===== src/rtl/eth_csr_bridge_pkg.sv =====
// Shared definitions for the Ethernet CSR to Avalon-MM bridge.
// Contents:
//   state_t         - bridge FSM states
//   WR_BIT / RD_BIT - request bit positions inside eth_ctrl_addr
//   RD_TIMEOUT_DATA - value returned to software when a read times out
package eth_csr_bridge_pkg;

  typedef enum logic [2:0] {
    IDLE    = 3'd0,
    WRITE   = 3'd1,
    READ    = 3'd2,
    RD_WAIT = 3'd3,
    HOLD    = 3'd4
  } state_t;

  localparam int          WR_BIT          = 17;
  localparam int          RD_BIT          = 16;
  localparam logic [31:0] RD_TIMEOUT_DATA = 32'hFFFF_FFFF;

endpackage


===== src/rtl/eth_csr_avmm_bridge.sv =====
// Bridges a level-sensitive Ethernet CSR command word onto an Avalon-MM
// master port. One transaction is issued per command; the command must be
// withdrawn (both request bits low) before another is taken. A cycle
// counter aborts transactions the slave never finishes.
// Ports:
//   clk, reset             - clock, synchronous active-high reset
//   eth_ctrl_addr          - [17] write req, [16] read req, [ADDR_W-1:0] address
//   eth_wr_data            - write data
//   eth_rd_data            - last read result (all ones after a read timeout)
//   csr_busy               - a bus transaction is outstanding
//   csr_timeout            - sticky: last transaction was aborted
//   avmm_*                 - Avalon-MM master towards MAC/PHY CSR space
module eth_csr_avmm_bridge
  import eth_csr_bridge_pkg::*;
#(
  parameter int ADDR_W         = 16,
  parameter int TIMEOUT_CYCLES = 1024
) (
  input  logic              clk,
  input  logic              reset,
  input  logic [31:0]       eth_ctrl_addr,
  input  logic [31:0]       eth_wr_data,
  output logic [31:0]       eth_rd_data,
  output logic              csr_busy,
  output logic              csr_timeout,
  output logic [ADDR_W-1:0] avmm_address,
  output logic              avmm_read,
  output logic              avmm_write,
  output logic [31:0]       avmm_writedata,
  input  logic [31:0]       avmm_readdata,
  input  logic              avmm_readdatavalid,
  input  logic              avmm_waitrequest
);

  localparam int               CNT_W    = $clog2(TIMEOUT_CYCLES) + 1;
  localparam logic [CNT_W-1:0] CNT_LAST = CNT_W'(TIMEOUT_CYCLES - 1);
  localparam logic [CNT_W-1:0] CNT_ONE  = CNT_W'(1);

  state_t            state_r, state_s;
  logic [CNT_W-1:0]  cnt_r, cnt_s;
  logic              write_r, write_s;
  logic              read_r, read_s;
  logic [ADDR_W-1:0] addr_r, addr_s;
  logic [31:0]       wdata_r, wdata_s;
  logic [31:0]       rd_data_r, rd_data_s;
  logic              timeout_r, timeout_s;
  logic              busy_r, busy_s;
  logic              wr_req_s, rd_req_s, expired_s;
  logic              unused_bits_s;

  assign wr_req_s  = eth_ctrl_addr[WR_BIT];
  assign rd_req_s  = eth_ctrl_addr[RD_BIT];
  // Counter keeps running after a read is accepted, so >= guards an
  // acceptance that lands exactly on the last allowed cycle.
  assign expired_s = (cnt_r >= CNT_LAST);
  // Only the request bits and the low address bits carry meaning.
  assign unused_bits_s = ^eth_ctrl_addr;

  // Next-state, request and datapath decisions for the bridge FSM.
  always_comb begin
    state_s   = state_r;
    cnt_s     = cnt_r;
    write_s   = write_r;
    read_s    = read_r;
    addr_s    = addr_r;
    wdata_s   = wdata_r;
    rd_data_s = rd_data_r;
    timeout_s = timeout_r;
    case (state_r)
      IDLE: begin
        if (wr_req_s || rd_req_s) begin
          timeout_s = 1'b0;
          cnt_s     = '0;
          if (wr_req_s && rd_req_s) begin
            // Conflicting command: park without touching the bus.
            state_s = HOLD;
          end else if (wr_req_s) begin
            state_s = WRITE;
            write_s = 1'b1;
            addr_s  = eth_ctrl_addr[ADDR_W-1:0];
            wdata_s = eth_wr_data;
          end else begin
            state_s = READ;
            read_s  = 1'b1;
            addr_s  = eth_ctrl_addr[ADDR_W-1:0];
          end
        end else begin
          state_s = IDLE;
        end
      end
      WRITE: begin
        if (!avmm_waitrequest) begin
          write_s = 1'b0;
          state_s = HOLD;
        end else if (expired_s) begin
          write_s   = 1'b0;
          timeout_s = 1'b1;
          state_s   = HOLD;
        end else begin
          cnt_s = cnt_r + CNT_ONE;
        end
      end
      READ: begin
        if (!avmm_waitrequest) begin
          read_s = 1'b0;
          cnt_s  = cnt_r + CNT_ONE;
          if (avmm_readdatavalid) begin
            rd_data_s = avmm_readdata;
            state_s   = HOLD;
          end else begin
            state_s = RD_WAIT;
          end
        end else if (expired_s) begin
          read_s    = 1'b0;
          timeout_s = 1'b1;
          rd_data_s = RD_TIMEOUT_DATA;
          state_s   = HOLD;
        end else begin
          cnt_s = cnt_r + CNT_ONE;
        end
      end
      RD_WAIT: begin
        if (avmm_readdatavalid) begin
          rd_data_s = avmm_readdata;
          state_s   = HOLD;
        end else if (expired_s) begin
          timeout_s = 1'b1;
          rd_data_s = RD_TIMEOUT_DATA;
          state_s   = HOLD;
        end else begin
          cnt_s = cnt_r + CNT_ONE;
        end
      end
      HOLD: begin
        // Wait for the command to be withdrawn so it cannot fire twice.
        if (!wr_req_s && !rd_req_s) begin
          state_s = IDLE;
        end else begin
          state_s = HOLD;
        end
      end
      default: begin
        state_s = HOLD;
        write_s = 1'b0;
        read_s  = 1'b0;
      end
    endcase
    busy_s = (state_s == WRITE) || (state_s == READ) || (state_s == RD_WAIT);
  end

  // State and registered-output update with synchronous reset.
  always_ff @(posedge clk) begin
    if (reset) begin
      state_r   <= HOLD;
      cnt_r     <= '0;
      write_r   <= 1'b0;
      read_r    <= 1'b0;
      addr_r    <= '0;
      wdata_r   <= 32'h0000_0000;
      rd_data_r <= 32'h0000_0000;
      timeout_r <= 1'b0;
      busy_r    <= 1'b0;
    end else begin
      state_r   <= state_s;
      cnt_r     <= cnt_s;
      write_r   <= write_s;
      read_r    <= read_s;
      addr_r    <= addr_s;
      wdata_r   <= wdata_s;
      rd_data_r <= rd_data_s;
      timeout_r <= timeout_s;
      busy_r    <= busy_s;
    end
  end

  assign avmm_write     = write_r;
  assign avmm_read      = read_r;
  assign avmm_address   = addr_r;
  assign avmm_writedata = wdata_r;
  assign eth_rd_data    = rd_data_r;
  assign csr_timeout    = timeout_r;
  assign csr_busy       = busy_r;

endmodule


===== config.mk =====
export PLATFORM = sky130hd
export DESIGN_NAME = eth_csr_avmm_bridge
export DESIGN_NICKNAME = d
export VERILOG_FILES = /design/src/rtl/eth_csr_bridge_pkg.sv /design/src/rtl/eth_csr_avmm_bridge.sv
export SDC_FILE = /design/constraint.sdc
export NUM_CORES = 1
export LEC_CHECK = 0
export CELL_PAD_IN_SITES_DETAIL_PLACEMENT = 1
export CELL_PAD_IN_SITES_GLOBAL_PLACEMENT = 2
export CORE_UTILIZATION = 24
export CTS_BUF_LIST = sky130_fd_sc_hd__clkbuf_4 sky130_fd_sc_hd__clkbuf_8
export CTS_CLUSTER_DIAMETER = 100
export CTS_CLUSTER_SIZE = 30
export DETAILED_ROUTE_END_ITERATION = 12
export PLACE_DENSITY_LB_ADDON = 0.1
export SLEW_MARGIN = 20
export SYNTH_ARGS = -nofsm -noshare
export SYNTH_HDL_FRONTEND = slang
export SYNTH_SLANG_ARGS = --single-unit

===== constraint.sdc =====
create_clock -name clk -period 2.1 [get_ports clk]
set_input_delay 0.42 -clock clk [delete_from_list [all_inputs] [get_ports clk]]
set_output_delay 0.42 -clock clk [all_outputs]
set_load 0.005 [all_outputs]

==> Word-level counts from Yosys, hierarchy flattened <==
Cells that the tools add are included.
{ "totals": {"ff_bits": 98, "input_bits": 100, "output_inout_bits": 84} }
{ "op_classes": {"n_mux": 36, "n_reduce_logical": 21, "eq_ne": 17, "magnitude_cmp": 1, "add_sub_neg": 1, "n_bitwise": 3} }
{ "ops": {"columns": ["operator", "n"], "rows": [
  ["two-way mux 32 bit", 4],
  ["case mux 32 bit (2 select lines)", 1],
  ["two-way mux 11 bit", 5],
  ["case mux 11 bit (4 select lines)", 1],
  ["two-way mux 3 bit", 8],
  ["case mux 3 bit (5 select lines)", 1],
  ["== test 3 x 2 -> 1 bit, second input constant", 4],
  ["two-way mux 1 bit", 12],
  ["!= test 2 bit, second input constant", 6],
  ["AND reduction 4 bit", 3],
  ["adder 11 x 1 -> 11 bit, second input constant", 1],
  ["greater-or-equal comparator 11 x 10 -> 1 bit, second input constant", 1],
  ["AND reduction 5 bit", 2],
  ["!= test 3 bit, second input constant", 3],
  ["case mux 1 bit (3 select lines)", 3],
  ["== test 3 x 1 -> 1 bit, second input constant", 2],
  ["OR reduction 3 bit", 2],
  ["nonzero test 4 bit", 1],
  ["== test 3 bit, second input constant", 1],
  ["logical NOT 3 bit", 1],
  ["logical OR 1 bit", 3],
  ["NOT 1 bit", 3],
  ["AND reduction 3 bit", 1],
  ["nonzero test 3 bit", 1],
  ["other kinds (7)", 9]
]} }

==> Depth between registers and ports, before layout <==
Gate-level depths: netlist of run 1.
{ "logic_depth": {"ltp_word": 7, "depth_mapped": 7, "mapped_depth_nobuf": 6} }

==> Worst setup path before layout of run 1 <==
Ideal clock, no wire load.
{ "synth_timing": {"path_kind": "register to register", "from": "register cnt_r[0]", "to": "register cnt_r[5]", "path_slack_ps": 301, "path_stages_with_launch": 8, "t_arrival_ps": 1724, "n_path_buf": 1, "period_less_slack_ps": 1799, "path_cell_list": "dfxtp_1 > ha_1 > a21o_1 > a41oi_4 > buf_6 > nor2_1 > or4_1 > a31oi_1"} }
{ "synth_via": {"elab_chain_len": 4, "word_cells_on_any_way": 7} }
{ "synth_rtl": {"columns": ["element", "line", "rtl"], "rows": [
  ["from (decl)", "eth_csr_avmm_bridge.sv:40", "logic [CNT_W-1:0] cnt_r, cnt_s;"],
  ["from (signal assigned)", "eth_csr_avmm_bridge.sv:165", "cnt_r <= cnt_s;"],
  ["adder 11 x 1 -> 11 bit / greater-or-equal comparator 11 x 10 -> 1 bit (equally long branches)", null, null],
  ["two-way mux 11 bit", "eth_csr_avmm_bridge.sv:95, eth_csr_avmm_bridge.sv:113, eth_csr_avmm_bridge.sv:126", null],
  ["two-way mux 11 bit, on equally long branches", "eth_csr_avmm_bridge.sv:123, eth_csr_avmm_bridge.sv:92, eth_csr_avmm_bridge.sv:104", null],
  ["case mux 11 bit (4 select lines) (*)", "eth_csr_avmm_bridge.sv:69", "case (state_r)"]
]} }
Every way passes the cells marked *; elsewhere a longest branch is shown, timed or not. The select of a mux whose other input is x is not followed.
A chain may end at the register's enable or synchronous reset.

==> Worst setup path in the final report of run 1 <==
{ "layout_timing": {"from": "register cnt_r[1]", "to": "register cnt_r[5]"} }
The elaborated chain is that of the path after synthesis.

==> results of run 1 <==
==> logic make-up after synthesis <==
logic type	after synthesis	share of synthesized area
muxes	18	0.0461
DFF	98	0.502
AOI/OAI and AO/OA	121	0.243
xor gates and xnor gates	1	0.00224
buffers and inverters	37	0.0435
and+or+nand+nor	140	0.160
adders and majority gates	1	0.00320
==> state kept, by name, summed over array words and instances (netlist names) <==
name and flops:
csr_timeout 1, avmm_read 1, state_r 3, csr_busy 1, eth_rd_data 32, cnt_r 11
avmm_writedata 32, avmm_write 1, avmm_address 16
==> timing repair <==
item                       in CTS  in global routing
resized for setup               1                  1
hold endpoints to repair        0                  0
setup endpoints to repair       2                  1
hold buffers                    0                  0
==> how the worst max path moves through the flow <==
stage / start / to / slack, ns / cells past startpoint
6_report: cnt_r[1] / cnt_r[5] / 0.13 / 7
5_1_grt: cnt_r[1] / cnt_r[5] / 0.05 / 7
4_1_cts: state_r[1] / cnt_r[4] / 0.09 / 6
3_5_place_dp: eth_ctrl_addr[17] / cnt_r[4] / -0.37 / 6
3_3_place_gp: eth_ctrl_addr[17] / cnt_r[4] / -0.26 / 6
2_1_floorplan: cnt_r[0] / cnt_r[5] / 0.30 / 7
==> power by group <==
group	total (mW)	switching, mW	internal, mW
registers	1.90	0.0188	1.88
logic	0.392	0.149	0.243
clock network	1.38	0.670	0.713
total	3.68	0.838	2.84
==> final cells by class <==
cell class | instances | share of cell area
Timing Repair Buffer | 200 | 0.315
Multi-Input combinational cell | 281 | 0.287
Tap cell | 216 | 0.0435
Clock buffer | 11 | 0.0234
Sequential cell | 98 | 0.316
Clock inverter | 4 | 0.0123
Inverter | 5 | 0.00302
==> layer usage <==
layer,vias to the layer above,global-route usage,share of wire
met1,1819,0.193,0.45
met2,100,0.263,0.49
li1,1856,-,-
met3,9,0.0310,0.046
met5,-,0,0
met4,0,0.0575,0.012
==> layout by cell type, fill, tap and decap left out, types with 2 or more instances in the layout <==
master           instances
clkbuf_8                10
a21o_1                   2
o31ai_1                  2
nor2_1                  29
o41ai_1                  2
nand3_1                  5
nand2b_1                 6
nand2_1                 74
a32oi_1                  2
o21ai_0                  6
and3_1                   3
a311oi_1                 5
nand4_1                  2
nor2b_1                  4
a31oi_1                  2
a211oi_1                 2
buf_4                   28
or4_1                    2
dfxtp_1                 97
o221a_2                 32
bufinv_16                2
buf_12                   3
a21oi_1                 49
or3_1                    3
inv_1                    5
clkdlybuf4s50_1        168
nor3_1                   4
o21a_1                   3
mux2i_1                 18
==> metrics by stage <==
stage | power, mW | hold WS, ns
2_1_floorplan | 2.07 | 0.439
3_3_place_gp | 2.33 | 0.441
3_5_place_dp | 2.34 | 0.447
4_1_cts | 3.76 | 0.415
5_1_grt | 3.86 | 0.442
6_report | 3.68 | 0.424
==> results_dict.tcl, run 1 <==
set metrics [dict create \
    cts_buffer_depth 2 \
    slew_headroom 0.719 \
    rsz0062_at_grt "false" \
    die_area_mm2 0.0168 \
    gp_congestion 0.779 \
    cts_buffers 9 \
    synth_warnings 0 \
    drt_wl_total_mm 12.9 \
    fillers 1823 \
    finalHoldViolations 0 \
    post-route-drc-count 0 \
    slowest_stage "or4_1" \
    grt_pass1_vias 3921 \
    grt_pass1_wl_mm 20.1 \
    avgSynthCellArea_um2 9.40 \
    grt_use_total 0.155 \
    ys_async_sr_fraction 0 \
    crit_buf_inv 1 \
    yosysTopAreaCell "dfxtp_1" \
    die_w_um 130 \
    ff_latch_area_mm2 0.00196 \
    crit_chain "ha_1, a21o_1, a41oi_4, buf_4, nor2_1, or4_1, a31oi_1" \
    yosysTopAreaCellShare 0.502 \
    place_area_mm2 0.00599 \
    worstSkewPairLatency_ns 0.37 \
    maxClockFrequency_mhz 509 \
    areaGrowthSynthToFinish_pct 58.8 \
    dp_cells 800 \
    io_pins 184 \
    required_ns 2.41 \
    port_buffers 169 \
    die_y_um 130 \
    r2r_end "cnt_r[5]" \
    whs_endpoint "cnt_r[9]" \
    r2r_start "cnt_r[1]" \
    drt_pass1_iterations 4 \
    dp_slack_ns -0.370 \
    yosysUniqueCellTypes 52 \
    antenna_found_initial 0 \
    diodes 0 \
    ant_nets 0 \
    min_path_cells 2 \
    setup_ws_ns 0.134 \
    regToRegSetupSlack_ns 0.13 \
    syn_inst 416 \
    clk_pin_slew_ns 0.10 \
    wire_per_inst_um 15.9 \
    crit_fanout 7 \
    ir_drop_mv 0.258 \
    finalSetupTns_ns 0 \
    report.final.slew_viol_count 0 \
    grt_max_degree 33 \
    synthesis.area_mm2 0.00391 \
    num_rows 46 \
    cts.htree.levels 3 \
    reg2regPathDepth 7 \
    via_per_inst 4.64 \
    period_share 0.936 \
    post-route-cell-area_mm2 0.00621 \
    drtIter0Drc 136 \
    drv_cap 0 \
    path_delay_family "compound AO/OA/AOI/OAI gates" \
    multiInputGateArea_mm2 0.00178 \
    hp-class "input pin to flip-flop" \
    cts_tree "built" \
    synthTopCellsByCount "dfxtp_1 (98), nand2_1 (74), a21oi_1 (49)" \
    postLayoutCoreUtil 0.391 \
    drive_gt1_frac 0.149 \
    ys_seq_area_frac 0.502 \
    yosys-top-cells-area "dfxtp_1 (50%), o221a_2 (9.2%), nand2_1 (7.1%), a21oi_1 (6.3%), mux2i_1 (4.6%)" \
    cts_setup_buffers 0 \
    grt_overflow_total 0 \
    place_hpwl_mm 9.28 \
    ys.flop_type "dfxtp_1" \
    hp-start "reset" \
    p_leak_nw 2.25 \
    setup_viol 0 \
    synth_most_common_cell "dfxtp_1" \
    instances_no_fill 815 \
    startpoint_type "flip-flop" \
    p_per_area_mw_per_mm2 592 \
    period_minus_slack_ns 1.97 \
    clock_sinks 98 \
    fp.coreArea_mm2 0.0159 \
    status "finished, final reports clean" \
    ys_ff_latch 98 \
    nets 696 \
    synth-edff-count 0 \
    num_vias 3784 \
    cts-root-buf "clkbuf_8" \
    end_kind "flip-flop" \
    criticalPathCategory "flip-flop to flip-flop" \
    synth_nets 517 \
    cp.arrival_ns 2.27 \
    tightest_slew_ns 0.418 \
    initial_core_util 0.246 \
    critPathMaxStageDelay_ns 0.39 \
    fin_skew_ns 0.0114 \
]
No activity file was read; power rests on OpenSTA's default activity.
==> run 2: changes to the inputs <==
--- a/config.mk
+++ b/config.mk
@@ -13,6 +13,7 @@
 export CTS_CLUSTER_SIZE = 30
 export DETAILED_ROUTE_END_ITERATION = 12
 export PLACE_DENSITY_LB_ADDON = 0.1
+export REMOVE_ABC_BUFFERS = 1
 export SLEW_MARGIN = 20
 export SYNTH_ARGS = -nofsm -noshare
 export SYNTH_HDL_FRONTEND = slang
==> results_dict.tcl, run 2 (synthesized netlist as in run 1, its figures left out) <==
set metrics [dict create \
    power.internal_mw 2.70 \
    cp.arrival_ns 2.29 \
    io_pins 184 \
    setup_viol 0 \
    grt_pass1_vias 3919 \
    antenna_found_initial 0 \
    grt_pass1_wl_mm 20.9 \
    reg2regPathDepth 7 \
    report.final.slew_viol_count 0 \
    cts_resized 0 \
    status "finished, final reports clean" \
    tightest_slew_ns 0.499 \
    sw_frac_of_total 0.245 \
    cts.htree.levels 3 \
    port_buffers 169 \
    total_power_mw 3.57 \
    slowest_stage "or4_1" \
    num_rows 46 \
    period_share 0.945 \
    grt_use_total 0.161 \
    cts_buffer_depth 2 \
    fin_skew_ns 0.0125 \
    hp-start "avmm_writedata[4]" \
    layout_commonest_cell "clkdlybuf4s50_1" \
    ant_nets 0 \
    min_path_cells 2 \
    startpoint_type "flip-flop" \
    num_vias 3809 \
    worstSkewPairLatency_ns 0.38 \
    die_w_um 130 \
    criticalPathCategory "flip-flop to flip-flop" \
    critPathMaxStageDelay_ns 0.41 \
    cts_setup_buffers 0 \
    wire_per_inst_um 16.5 \
    drv_cap 0 \
    regToRegSetupSlack_ns 0.12 \
    nets 699 \
    hp-class "flip-flop to flip-flop" \
    drt_pass1_iterations 4 \
    diodes 0 \
    required_ns 2.41 \
    finalHoldViolations 0 \
    ir_drop_mv 0.257 \
    dp_slack_ns -0.264 \
    finalSetupTns_ns 0 \
    slew_headroom 0.667 \
    end_kind "flip-flop" \
    gp_congestion 0.807 \
    power_frac_seq 0.533 \
    grt_max_degree 33 \
    areaGrowthSynthToFinish_pct 58.8 \
    p_clk_frac 0.356 \
    drtIter0Drc 218 \
    setup_ws_ns 0.116 \
    switchingPower_mw 0.873 \
    place_hpwl_mm 9.91 \
    pwr-share-comb 0.111 \
    whs_endpoint "avmm_writedata[4]" \
    rsz0062_at_grt "false" \
    grt_overflow_total 0 \
    cts_tree "built" \
    r2r_end "cnt_r[2]" \
    maxClockFrequency_mhz 504 \
    initial_core_util 0.246 \
    clock_sinks 98 \
    fp.coreArea_mm2 0.0159 \
    cts.hold.buffers_added 0 \
    die_area_mm2 0.0168 \
    post-route-drc-count 0 \
    period_minus_slack_ns 1.98 \
    crit_chain "ha_1, a21o_1, a41oi_4, buf_4, o21ai_2, or4_1, a21oi_1" \
    via_per_inst 4.65 \
    drt_wl_total_mm 13.5 \
    clk_pin_slew_ns 0.10 \
    p_per_area_mw_per_mm2 575 \
    cts_buffers 9 \
    cts-root-buf "clkbuf_8" \
    postLayoutCoreUtil 0.391 \
    r2r_start "cnt_r[0]" \
    p_leak_nw 2.26 \
    die_y_um 130 \
    final_cell_mix "clkdlybuf4s50_1 (168), dfxtp_1 (98), nand2_1 (74)" \
    drive_gt1_frac 0.153 \
    crit_fanout 12 \
]
[run 2: changes by cell type in the layout (fill, tap and decap cells not counted)]
cell,previous run,this run
buf_4,28,31
bufinv_16,2,1
clkbuf_8,10,9
clkinv_2,0,1
clkinv_4,1,0
clkinvlp_4,1,3
dfxtp_1,97,98
dfxtp_2,1,0
inv_6,0,1
[run 2: layer usage]
layer	track usage	vias to the layer above	part of all wire
met1	0.200	1822	0.45
met3	0.0405	20	0.059
met4	0.0588	0	0.016
met2	0.270	101	0.47
li1	-	1866	-
met5	0	-	0
[run 2: final cells by class]
class / instances / area [µm²]
Fill cell: 1854 / 9680
Timing Repair Buffer: 203 / 1980
Sequential cell: 98 / 1960
Multi-Input combinational cell: 281 / 1780
Tap cell: 216 / 270
Clock buffer: 10 / 131
Clock inverter: 6 / 66.3
Inverter: 5 / 18.8
[run 2: through the flow]
step	std cells	area [µm²]	hold slack, ns
after floorplan	384	3760	0.439
after global placement	803	6010	0.441
after detailed placement	803	6010	0.446
after CTS	819	6210	0.460
after global routing	819	6210	0.484
final	819	6210	0.457
[run 2: worst max path at each step]
stage,start,end,slack (ns),cells past startpoint
global route,state_r[1],cnt_r[2],0.0008,5
floorplan,cnt_r[0],eth_rd_data[0],-0.01,6
global placement,eth_ctrl_addr[17],cnt_r[7],-0.19,6
CTS,state_r[1],cnt_r[7],0.03,5
detailed placement,eth_ctrl_addr[17],cnt_r[7],-0.26,6
finish,cnt_r[0],cnt_r[2],0.12,7
[run 2: power groups by stage]
stage	combinational [mW]	sequential (mW)	clock, mW
floorplan	0.0930	1.95	0
global placement	0.395	1.94	0
detailed placement	0.399	1.95	0
CTS	0.402	1.90	1.34
global route	0.431	1.91	1.42
finish	0.398	1.90	1.27
[run 2: worst max-delay path, delay by kind of cell, from the launching register on]
family	cells	cell delay, ns
AND/OR/NAND/NOR	1	0.41
AO/OA/AOI/OAI	4	0.75
buffers and inverters	1	0.20
flip-flops	1	0.34
adder cells (fa/ha/maj)	1	0.22
